File: src/rtl/sudoku_pkg.sv
// sudoku_pkg: shared definitions for the Sudoku game core.
//   - one-hot state encodings and the state enum
//   - error-type codes reported on Err_type
//   - box-address helpers mapping (box unit, element) to (row, col)
package sudoku_pkg;

    localparam logic [5:0] ST_IDLE      = 6'b00_0001;
    localparam logic [5:0] ST_LOAD      = 6'b00_0010;
    localparam logic [5:0] ST_EDIT      = 6'b00_0100;
    localparam logic [5:0] ST_CHECK     = 6'b00_1000;
    localparam logic [5:0] ST_CORRECT   = 6'b01_0000;
    localparam logic [5:0] ST_INCORRECT = 6'b10_0000;

    typedef enum logic [5:0] {
        StIdle      = ST_IDLE,
        StLoad      = ST_LOAD,
        StEdit      = ST_EDIT,
        StCheck     = ST_CHECK,
        StCorrect   = ST_CORRECT,
        StIncorrect = ST_INCORRECT
    } state_e;

    localparam logic [1:0] ERR_ROW = 2'd0;
    localparam logic [1:0] ERR_COL = 2'd1;
    localparam logic [1:0] ERR_BOX = 2'd2;

    // Boxes are numbered row-major; elements inside a box are row-major too.
    function automatic int unsigned box_row(input int unsigned box, input int unsigned u,
                                            input int unsigned k);
        return (u / box) * box + k / box;
    endfunction

    function automatic int unsigned box_col(input int unsigned box, input int unsigned u,
                                            input int unsigned k);
        return (u % box) * box + k % box;
    endfunction

endpackage

File: src/rtl/sudoku_unit_scan.sv
// sudoku_unit_scan: walks every row, column and box one cell per cycle and
// flags the first empty or duplicated value.
//   clk_i, rst_i       clock, asynchronous active-high reset
//   start_i            clear counters and seen-mask
//   en_i               scanning active (one cell visited per cycle)
//   cell_val_i         value of the cell at row_o/col_o
//   row_o, col_o       address of the cell being visited
//   fail_o             current cell is empty or a duplicate within its unit
//   done_o             current cell is the last one and it passes
//   t_o, u_o           unit type and unit index of the current cell
module sudoku_unit_scan
    import sudoku_pkg::*;
#(
    parameter int unsigned BOX = 3,
    localparam int unsigned N  = BOX * BOX,
    localparam int unsigned IW = $clog2(N),
    localparam int unsigned CW = $clog2(N + 1)
) (
    input  logic          clk_i,
    input  logic          rst_i,
    input  logic          start_i,
    input  logic          en_i,
    input  logic [CW-1:0] cell_val_i,
    output logic [IW-1:0] row_o,
    output logic [IW-1:0] col_o,
    output logic          fail_o,
    output logic          done_o,
    output logic [1:0]    t_o,
    output logic [IW-1:0] u_o
);

    localparam logic [IW-1:0] Last = IW'(N - 1);

    logic [1:0]    t_q;
    logic [IW-1:0] u_q;
    logic [IW-1:0] k_q;
    logic [N-1:0]  mask_q;
    logic [N-1:0]  val_bit;
    logic          last_k, last_u, last_t;

    always_comb begin
        val_bit = '0;
        if (cell_val_i != '0) begin
            val_bit = N'(1) << (cell_val_i - CW'(1));
        end
        last_k = (k_q == Last);
        last_u = (u_q == Last);
        last_t = (t_q == ERR_BOX);
        fail_o = en_i && ((cell_val_i == '0) || ((mask_q & val_bit) != '0));
        done_o = en_i && !fail_o && last_t && last_u && last_k;
        t_o    = t_q;
        u_o    = u_q;
    end

    always_comb begin
        case (t_q)
            ERR_ROW: begin
                row_o = u_q;
                col_o = k_q;
            end
            ERR_COL: begin
                row_o = k_q;
                col_o = u_q;
            end
            default: begin
                row_o = IW'(box_row(BOX, 32'(u_q), 32'(k_q)));
                col_o = IW'(box_col(BOX, 32'(u_q), 32'(k_q)));
            end
        endcase
    end

    always_ff @(posedge clk_i or posedge rst_i) begin
        if (rst_i) begin
            t_q    <= ERR_ROW;
            u_q    <= '0;
            k_q    <= '0;
            mask_q <= '0;
        end else if (start_i) begin
            t_q    <= ERR_ROW;
            u_q    <= '0;
            k_q    <= '0;
            mask_q <= '0;
        end else if (en_i && !fail_o && !done_o) begin
            if (last_k) begin
                // Unit finished: fresh mask for the next unit.
                k_q    <= '0;
                mask_q <= '0;
                if (last_u) begin
                    u_q <= '0;
                    t_q <= t_q + 2'd1;
                end else begin
                    u_q <= u_q + IW'(1);
                end
            end else begin
                k_q    <= k_q + IW'(1);
                mask_q <= mask_q | val_bit;
            end
        end
    end

endmodule

File: src/rtl/sudoku_engine.sv
// sudoku_engine: Sudoku game core (grid storage, serial load, cursor editing,
// rule check by row/column/box scan, one-hot state outputs).
//   Clk, Reset                   clock, asynchronous active-high reset
//   Start, Ld_valid, Ld_data,
//   Ld_given                     serial row-major puzzle load
//   R, L, U, D, C, User_in       cursor moves and cell write
//   Check_req, Ack               start rule check / acknowledge result
//   Disp_row, Disp_col           display read address
//   Disp_value, Disp_given       combinational cell read
//   Cur_row, Cur_col             cursor position
//   q_Idle .. q_Incorrect        one-hot state
//   Err_type, Err_unit           first failing unit of the last check
// Build option: define SUDOKU_CURSOR_WRAP_EN to make cursor moves wrap at the
// grid edges instead of clamping.
module sudoku_engine
    import sudoku_pkg::*;
#(
    parameter int unsigned BOX = 3,
    localparam int unsigned N  = BOX * BOX,
    localparam int unsigned IW = $clog2(N),
    localparam int unsigned CW = $clog2(N + 1)
) (
    input  logic          Clk,
    input  logic          Reset,
    input  logic          Start,
    input  logic          Ld_valid,
    input  logic [CW-1:0] Ld_data,
    input  logic          Ld_given,
    input  logic          R,
    input  logic          L,
    input  logic          U,
    input  logic          D,
    input  logic          C,
    input  logic [CW-1:0] User_in,
    input  logic          Check_req,
    input  logic          Ack,
    input  logic [IW-1:0] Disp_row,
    input  logic [IW-1:0] Disp_col,
    output logic [CW-1:0] Disp_value,
    output logic          Disp_given,
    output logic [IW-1:0] Cur_row,
    output logic [IW-1:0] Cur_col,
    output logic          q_Idle,
    output logic          q_Load,
    output logic          q_Edit,
    output logic          q_Check,
    output logic          q_Correct,
    output logic          q_Incorrect,
    output logic [1:0]    Err_type,
    output logic [IW-1:0] Err_unit
);

    localparam int unsigned    NC       = N * N;
    localparam int unsigned    AW       = $clog2(NC);
    localparam logic [IW-1:0]  Last     = IW'(N - 1);
    localparam logic [CW-1:0]  NVal     = CW'(N);
    localparam logic [AW-1:0]  LastCell = AW'(NC - 1);

    state_e        state_q;
    logic [CW-1:0] cell_q [NC];
    logic [NC-1:0] given_q;
    logic [AW-1:0] ld_ptr_q;
    logic [IW-1:0] cur_row_q, cur_col_q;
    logic [1:0]    err_type_q;
    logic [IW-1:0] err_unit_q;

    logic [AW-1:0] cur_idx;
    logic          ld_ok;
    logic          scan_start, scan_en, scan_fail, scan_done;
    logic [IW-1:0] scan_row, scan_col, scan_u;
    logic [1:0]    scan_t;
    logic [CW-1:0] scan_val;

    function automatic logic [AW-1:0] cell_idx(input logic [IW-1:0] r, input logic [IW-1:0] c);
        return AW'(32'(r) * N + 32'(c));
    endfunction

    function automatic logic [IW-1:0] step_up(input logic [IW-1:0] p);
`ifdef SUDOKU_CURSOR_WRAP_EN
        return (p == Last) ? '0 : p + IW'(1);
`else
        return (p == Last) ? p : p + IW'(1);
`endif
    endfunction

    function automatic logic [IW-1:0] step_down(input logic [IW-1:0] p);
`ifdef SUDOKU_CURSOR_WRAP_EN
        return (p == '0) ? Last : p - IW'(1);
`else
        return (p == '0) ? p : p - IW'(1);
`endif
    endfunction

    always_comb begin
        cur_idx    = cell_idx(cur_row_q, cur_col_q);
        ld_ok      = (Ld_data <= NVal);
        scan_start = (state_q == StEdit) && Check_req;
        scan_en    = (state_q == StCheck);
        scan_val   = cell_q[cell_idx(scan_row, scan_col)];
        Disp_value = cell_q[cell_idx(Disp_row, Disp_col)];
        Disp_given = given_q[cell_idx(Disp_row, Disp_col)];
    end

    sudoku_unit_scan #(
        .BOX(BOX)
    ) u_scan (
        .clk_i     (Clk),
        .rst_i     (Reset),
        .start_i   (scan_start),
        .en_i      (scan_en),
        .cell_val_i(scan_val),
        .row_o     (scan_row),
        .col_o     (scan_col),
        .fail_o    (scan_fail),
        .done_o    (scan_done),
        .t_o       (scan_t),
        .u_o       (scan_u)
    );

    always_ff @(posedge Clk or posedge Reset) begin
        if (Reset) begin
            state_q    <= StIdle;
            ld_ptr_q   <= '0;
            cur_row_q  <= '0;
            cur_col_q  <= '0;
            err_type_q <= ERR_ROW;
            err_unit_q <= '0;
            given_q    <= '0;
            for (int i = 0; i < NC; i++) begin
                cell_q[i] <= '0;
            end
        end else begin
            unique case (state_q)
                StIdle: begin
                    if (Start) begin
                        state_q  <= StLoad;
                        ld_ptr_q <= '0;
                    end
                end
                StLoad: begin
                    if (Ld_valid) begin
                        // Out-of-range values load as an empty, editable cell.
                        cell_q[ld_ptr_q]  <= ld_ok ? Ld_data : '0;
                        given_q[ld_ptr_q] <= ld_ok && Ld_given && (Ld_data != '0);
                        ld_ptr_q          <= ld_ptr_q + AW'(1);
                        if (ld_ptr_q == LastCell) begin
                            state_q   <= StEdit;
                            cur_row_q <= '0;
                            cur_col_q <= '0;
                        end
                    end
                end
                StEdit: begin
                    if (Check_req) begin
                        state_q    <= StCheck;
                        err_type_q <= ERR_ROW;
                        err_unit_q <= '0;
                    end else if (R) begin
                        cur_col_q <= step_up(cur_col_q);
                    end else if (L) begin
                        cur_col_q <= step_down(cur_col_q);
                    end else if (U) begin
                        cur_row_q <= step_down(cur_row_q);
                    end else if (D) begin
                        cur_row_q <= step_up(cur_row_q);
                    end else if (C && !given_q[cur_idx] && (User_in <= NVal)) begin
                        cell_q[cur_idx] <= User_in;
                    end
                end
                StCheck: begin
                    if (scan_fail) begin
                        state_q    <= StIncorrect;
                        err_type_q <= scan_t;
                        err_unit_q <= scan_u;
                    end else if (scan_done) begin
                        state_q <= StCorrect;
                    end
                end
                StCorrect: begin
                    if (Ack) state_q <= StIdle;
                end
                StIncorrect: begin
                    if (Ack) state_q <= StEdit;
                end
                default: state_q <= StIdle;
            endcase
        end
    end

    assign Cur_row     = cur_row_q;
    assign Cur_col     = cur_col_q;
    assign Err_type    = err_type_q;
    assign Err_unit    = err_unit_q;
    assign q_Idle      = (state_q == StIdle);
    assign q_Load      = (state_q == StLoad);
    assign q_Edit      = (state_q == StEdit);
    assign q_Check     = (state_q == StCheck);
    assign q_Correct   = (state_q == StCorrect);
    assign q_Incorrect = (state_q == StIncorrect);

endmodule

File: config.mk
export PLATFORM = sky130hd
export DESIGN_NAME = sudoku_engine
export DESIGN_NICKNAME = d
export VERILOG_FILES = /design/src/rtl/sudoku_pkg.sv /design/src/rtl/sudoku_unit_scan.sv /design/src/rtl/sudoku_engine.sv
export SDC_FILE = /design/constraint.sdc
export NUM_CORES = 2
export LEC_CHECK = 0
export BUFFER_PORTS_ARGS = -buffer_cell sky130_fd_sc_hd__buf_2
export CORE_MARGIN = 1
export CORE_UTILIZATION = 30
export CTS_CLUSTER_SIZE = 14
export DETAILED_ROUTE_END_ITERATION = 7
export GPL_TIMING_DRIVEN = 1
export PLACE_DENSITY = 0.5
export SETUP_SLACK_MARGIN = 0.3
export SLEW_MARGIN = 20
export SYNTH_ARGS = -nofsm -noshare
export SYNTH_HDL_FRONTEND = slang
export SYNTH_SLANG_ARGS = --single-unit
export TNS_END_PERCENT = 50
File: constraint.sdc
create_clock -name Clk -period 15.5 [get_ports Clk]
set_clock_uncertainty 0.05 [all_clocks]
set_input_delay 0.775 -clock Clk [delete_from_list [all_inputs] [get_ports Clk]]
set_output_delay 0.775 -clock Clk [all_outputs]
set_load 0.01 [all_outputs]
# ---- After elaboration in Yosys (flattened, before gate mapping)
# Index checks and enable logic that the tools add are counted.
dict set report classes {
  muxes 79
  shifts 1
  n_div 4
  multipliers 5
  magnitude_cmp 12
  reduce_logical 40
  bitwise_logic 6
  add_sub_neg 14
  n_eq_ne 33
}
# cell n
set op_table {}
lappend op_table {{$mux W324} 7}
lappend op_table {{$bwmux W324} 2}
lappend op_table {{$pmux W324 S2} 1}
lappend op_table {{$mux W4} 30}
lappend op_table {{$bwmux W81} 1}
lappend op_table {{$div A4 B2 Y32 const B} 2}
lappend op_table {{$mod A4 B2 Y32 const B} 2}
lappend op_table {{$mul A32 B2 Y4 const B} 2}
lappend op_table {{$bmux W4 S7} 2}
lappend op_table {{$demux W4 S7} 2}
lappend op_table {{$mux W6} 8}
lappend op_table {{$pmux W4 S2} 5}
lappend op_table {{$mux W9} 4}
lappend op_table {{$pmux W6 S6} 1}
lappend op_table {{$ge A8 B8 Y1 const B} 4}
lappend op_table {{$not A7 Y8} 4}
lappend op_table {{$lt A7 B8 Y1 const B} 3}
lappend op_table {{$ne A2 B2 Y1 const B} 11}
lappend op_table {{$add A7 B4 Y7} 3}
lappend op_table {{$mul A4 B4 Y7 const B} 3}
lappend op_table {{$ne A3 B3 Y1 const B} 7}
lappend op_table {{$add A4 B1 Y4 const B} 4}
lappend op_table {{$eq A4 B4 Y1 const B} 4}
lappend op_table {{$lt A8 B1 Y1 const B} 2}
lappend op_table {{39 further kinds} 80}
dict set report word_totals {
  reg_bits 451
  out_inout_bits 25
  in_bits 28
}

# ---- Logic depth before layout (Yosys ltp)
dict set report logic_depth {
  ltp_word 26
  depth_mapped 45
  ltp_nobuf 40
}

# ---- By module
# A second synthesis with hierarchy kept.
dict set report hier_totals {
  hier_cells 3211
  area_unflattened_um2 31132.4
}
# module area_per_inst_um2 instances seq_area_each_um2 cells_each
set by_module_without_submodules {}
lappend by_module_without_submodules {sudoku_engine 29000.3 1 10811.6 2950}
lappend by_module_without_submodules {sudoku_unit_scan 2132.0 1 475.5 261}

# ---- Worst setup path after synthesis
# Ideal clock, no wire load.
dict set report synth_timing {
  kind {register -> register}
  start {register u_scan.u_q[3] (netlist: u_scan.u_o[3])}
  end {register u_scan.mask_q[3]}
  path_stages_with_launch 42
  setup_slack_ps 6425
  required_time_ps 15314
  arrival_time_ps 8889
  setup_ps 136
  path_buffers 7
  path_cell_list {dfrtp_1 > clkbuf_1 > nor2_1 > ha_1 > a22o_1 > a21oi_1 > xnor2_1 > ha_1 > or4_1 > clkbuf_1 > mux2_2 > fa_1 > ha_1 > inv_1 > fa_1 > xnor2_1 > xnor2_1 > xnor2_1 > [6 not listed] > buf_4 > mux2_2 > nor4_1 > a41oi_1 > nand4_1 > o311ai_2 > or3b_4 > inv_1 > ha_1 > clkbuf_1 > inv_1 > nand2_1 > o31a_1 > and4_1 > buf_6 > buf_6 > a31oi_4 > nor3_1}
}
dict set report synth_between {
  elab_chain_cells 25
  elab_cells_between_ends 36
  classes_between {add/sub (4); mul (3); div (2); eq/ne (1); shift (1); mux (9); bitwise (3); reduce/logical (13)}
}
# element line
set synth_rtl {}
lappend synth_rtl {{start, declared} sudoku_unit_scan.sv:35} ;# logic [IW-1:0] u_q;
lappend synth_rtl {{start signal, assigned} sudoku_unit_scan.sv:92} ;# u_q <= u_q + IW'(1);
lappend synth_rtl {{$div A4 B2 Y32} sudoku_pkg.sv:30} ;# return (u / box) * box + k / box;
lappend synth_rtl {{$mul A32 B2 Y4} sudoku_pkg.sv:30}
lappend synth_rtl {{$add A4 B4 Y4} sudoku_pkg.sv:30}
lappend synth_rtl {{$pmux W4 S2} sudoku_unit_scan.sv:56} ;# case (t_q)
lappend synth_rtl {{$mul A4 B4 Y7} sudoku_engine.sv:75} ;# return AW'(32'(r) * N + 32'(c));
lappend synth_rtl {{$add A7 B4 Y7} sudoku_engine.sv:75}
lappend synth_rtl {{$not A7 Y8 (implied by the code)} sudoku_engine.sv:99} ;# scan_val = cell_q[cell_idx(scan_row, scan_col)];
lappend synth_rtl {{$bmux W4 S7} sudoku_engine.sv:99}
lappend synth_rtl {{[7 not listed]} --}
lappend synth_rtl {{$logic_or A1 B1 Y1} sudoku_unit_scan.sv:49} ;# fail_o = en_i && ((cell_val_i == '0) || ((mask_q & val_bit) != '0));
lappend synth_rtl {{$logic_and A1 B1 Y1} sudoku_unit_scan.sv:49}
lappend synth_rtl {{$logic_not A1 Y1} {sudoku_unit_scan.sv:50, sudoku_unit_scan.sv:83}}
lappend synth_rtl {{$logic_and A1 B1 Y1} {sudoku_unit_scan.sv:50, sudoku_unit_scan.sv:83}}
lappend synth_rtl {{$logic_and A1 B1 Y1 (3 in a row)} sudoku_unit_scan.sv:50} ;# done_o = en_i && !fail_o && last_t && last_u && last_k;
lappend synth_rtl {{$logic_not A1 Y1} sudoku_unit_scan.sv:83} ;# end else if (en_i && !fail_o && !done_o) begin
lappend synth_rtl {{$logic_and A1 B1 Y1} sudoku_unit_scan.sv:83}
lappend synth_rtl {{$reduce_bool A2 Y1 (no line)} --}
lappend synth_rtl {{end signal, assigned} sudoku_unit_scan.sv:96} ;# mask_q <= mask_q | val_bit;
lappend synth_rtl {{end, declared} sudoku_unit_scan.sv:37} ;# logic [N-1:0] mask_q;
# Parallel ways exist; a longest one is shown, timed or not. The select of a mux whose other input is x is not followed.
# A chain may end at the register's enable or synchronous reset.

# ---- Worst setup path after layout
dict set report layout_timing {
  start {register u_scan.u_q[2] (netlist: u_scan.u_o[2])}
  end {register u_scan.mask_q[6]}
}
# The elaborated chain is that of the path after synthesis.

==> results.py <==
metrics = {
    "route": {
        "post_drt_wl_per_cell_microns": 28.0,
        "dr_wl_met3_mm": 9.67,
        "antenna_left": 0,
        "totalWireLength_mm": 118,
        "first_pass_iters": 6,
        "dr.max_layer_used": "met5",
        "viasPerCell": 6.13,
        "vias": 25700,
        "drc": 0,
        "route.met2.wl_mm": 52.8,
        "drtIter0Drc": 2919,
        "wl_met1_mm": 50.8,
    },
    "logic_synthesis": {
        "synth.mux.area_fraction_pct": 28.9,
        "synth-seq-cells": 451,
        "synthXorXnorAreaFrac_pct": 1.26,
        "synth_top_cell_by_area": "dfrtp_1",
        "synth_top_area_share_pct": 36.9,
        "synthCells": 2841,
        "synthArstFlopShare_pct": 100,
        "synth_area_leaders": "dfrtp_1, mux4_2, mux2_2, o22ai_1, nand2_1",
        "synth-compound-area-share_pct": 16.7,
        "synth_edf_count": 0,
        "syn_nets": 2942,
        "ys_types": 77,
        "synth.yosys.seq_area_share_pct": 37.0,
        "yosys_warnings": 0,
        "synthAdderAreaFrac_pct": 3.26,
        "syn_area_sq_um": 30500,
        "synth_top_family_by_area": "multiplexers",
        "synth_ff_type": "dfrtp_1",
        "synth-simple-area-share_pct": 9.09,
        "syn_avg_cell_area_sq_um": 10.7,
    },
    "setup_path": {
        "cp_max_fo": 36,
        "criticalPathCategory": "register to register",
        "startpoint_type": "register",
        "required_ns": 15.92,
        "crit_arrival_ns": 11.37,
        "setup.worst_path.end_class": "register",
        "cp_slowest_cell": "or4_1",
        "cpMostUsedCell": "ha_1",
        "max_stage_delay_ns": 0.68,
    },
    "clock_network": {
        "ctsHoldBuffers": 0,
        "cts_inserted_buffers": 57,
        "cts_sinks": 451,
        "post_cts_resized": 0,
        "clk_path_buf_depth": 3,
        "cts_tree": "done",
        "clkTransAtPathRegs_ns": 0.06,
        "htreeDepth": 2,
        "cts-root-buf": "clkbuf_16",
        "cts_setup_buffers": 0,
        "clock_latency_ns": 0.65,
    },
    "finish": {
        "finalNetCount": 2895,
        "drive_gt1_share_pct": 28.2,
        "fillers": 10100,
        "antenna_cells": 0,
        "layout.cells.non_filler": 4194,
        "syn2layout_area_growth_pct": 12.1,
    },
    "placed_design": {
        "port_buffers": 52,
        "dp_cells": 4092,
        "routabilityCongestion": 0.916,
        "dp_hpwl_mm": 76.4,
    },
    "timing": {
        "relSlewSlack_pct": 23.3,
        "grt_setup_unrepaired": "no",
        "timing.setup.tns_ns": 0,
        "period_share_pct": 70.6,
        "fmax_ghz": 0.0913,
        "fin_crit_ns": 10.95,
        "worstMarginPinSlew_ns": 1.14,
        "hold_violations": 0,
        "timing.final.max_slew_violations": 0,
        "setup_violations": 0,
    },
    "die": {
        "io_pins": 53,
        "chipHeight_microns": 321,
        "initial_core_util_pct": 30.4,
        "core_sq_um": 100000,
        "num_rows": 116,
        "fp.dieW_microns": 321,
        "die_area_sq_um": 103000,
    },
    "global_routing": {
        "grt_max_degree": 143,
        "antenna_found_initial": 6,
        "grt_use_total_pct": 22.5,
        "grt_pass1_wl_mm": 174,
        "grt_pass1_vias": 25000,
        "grt_overflow": 0,
    },
    "worst_hold_path": {
        "hold_class": "input pin to async pin",
    },
    "status": {
        "outcome": "finished clean",
    },
    "run": {
        "drv_cap": 0,
    },
}
[worst paths after layout]
check / endpoint / cells past startpoint / slack [ns] / start
min reg2reg: u_scan.mask_q[2] / 1 / 0.45 / u_scan.mask_q[2]
max in group asynchronous: cell_q[235] / 4 / 12.85 / Reset
max: u_scan.mask_q[6] / 36 / 4.55 / u_scan.u_o[2]
max reg2reg: u_scan.mask_q[6] / 36 / 4.55 / u_scan.u_o[2]
min in group Clk: state_q[5] / 3 / 0.41 / Ack
min: Cur_row[0] / 2 / 0.29 / Reset
[cell families after synthesis]
family	count (synthesis)
adders and majority gates	73
AOI/OAI and AO/OA	791
muxes	582
and+or+nand+nor	626
buffers and inverters	281
xor gates and xnor gates	37
DFF	451
[worst max-delay path, delay by kind of cell (launching register included)]
kind	cells	cell delay, ns
xor gates and xnor gates	6	0.92
DFF	1	0.46
buffers and inverters	4	0.85
AOI/OAI and AO/OA	6	2.21
muxes	4	1.02
adders and majority gates	8	2.87
and+or+nand+nor	8	2.31
[placed cells by master (no fill, tap or decap), drive strengths merged, types with 9 or more instances in the layout]
cell,instances
nor4,16
mux2i,48
mux4,205
and2,11
xnor2,21
mux2,329
a21oi,57
o31ai,75
nor3,43
nand4,18
a22o,51
fa,11
ha,62
nand2b,9
xor2,16
clkbuf,86
a21o,10
buf,111
a211oi,21
o22ai,283
nor2,81
nor2b,27
inv,68
a31oi,9
dfrtp,450
nand2,357
a221oi,12
o21ai,204
a22oi,12
nand3,27
[Yosys cell counts (9+ instances only)]
| cell | count |
|---|---|
| mux2i_1 | 48 |
| a221oi_1 | 12 |
| xnor2_1 | 19 |
| o31ai_1 | 75 |
| buf_2 | 27 |
| buf_1 | 14 |
| a22oi_1 | 12 |
| a211oi_1 | 20 |
| clkbuf_1 | 164 |
| a22o_1 | 51 |
| nand2_1 | 357 |
| dfrtp_1 | 450 |
| ha_1 | 62 |
| a21o_1 | 10 |
| inv_1 | 60 |
| xor2_1 | 13 |
| nand3_1 | 27 |
| nor4_1 | 16 |
| nor2b_1 | 27 |
| nor3_1 | 42 |
| fa_1 | 11 |
| mux2_2 | 329 |
| o22ai_1 | 283 |
| a21oi_1 | 54 |
| mux4_2 | 205 |
| o21ai_0 | 202 |
| nand4_1 | 18 |
| nor2_1 | 81 |
| nand2b_1 | 9 |
[layer usage]
layer	track usage [%]	up-vias
met5	0	-
met4	7.57	6
met3	3.71	258
met2	35.1	1269
met1	31.7	13200
li1	-	10900
[flip-flops by register name, indices dropped and copies added, names as in the netlist]
signal,count
cell_q,324
given_q,81
u_scan.mask_q,9
ld_ptr_q,7
state_q,6
Cur_col,4
Cur_row,4
Err_unit,4
u_scan.k_q,4
u_scan.u_o,4
Err_type,2
u_scan.t_o,2
[layout make-up]
type                            count  area, sq um  share of cell area (%)
Multi-Input combinational cell   2109        18300                    53.6
Sequential cell                   451        11300                    33.0
Clock buffer                       86         1710                    4.99
Tap cell                         1357         1700                    4.96
Timing Repair Buffer              111          716                    2.09
Inverter                           64          248                   0.724
Clock inverter                     16          211                   0.618
[metrics by stage]
step / hold slack (ns) / worst slack [ns] / cell area (sq um) / utilization (%)
floorplan: 0.406 / 2.11 / 30500 / -
finish: 0.294 / 4.55 / 34200 / 34.1
detailed placement: 0.436 / 4.68 / 32300 / 32.1
global placement: 0.440 / 4.69 / 32300 / 32.1
global route: 0.373 / 3.89 / 34200 / 34.1
CTS: 0.319 / 4.65 / 34200 / 34.0
Power is left out: the tool's default activity adds up to more than one toggle a clock period on the data nets, which glitch-free logic cannot reach.
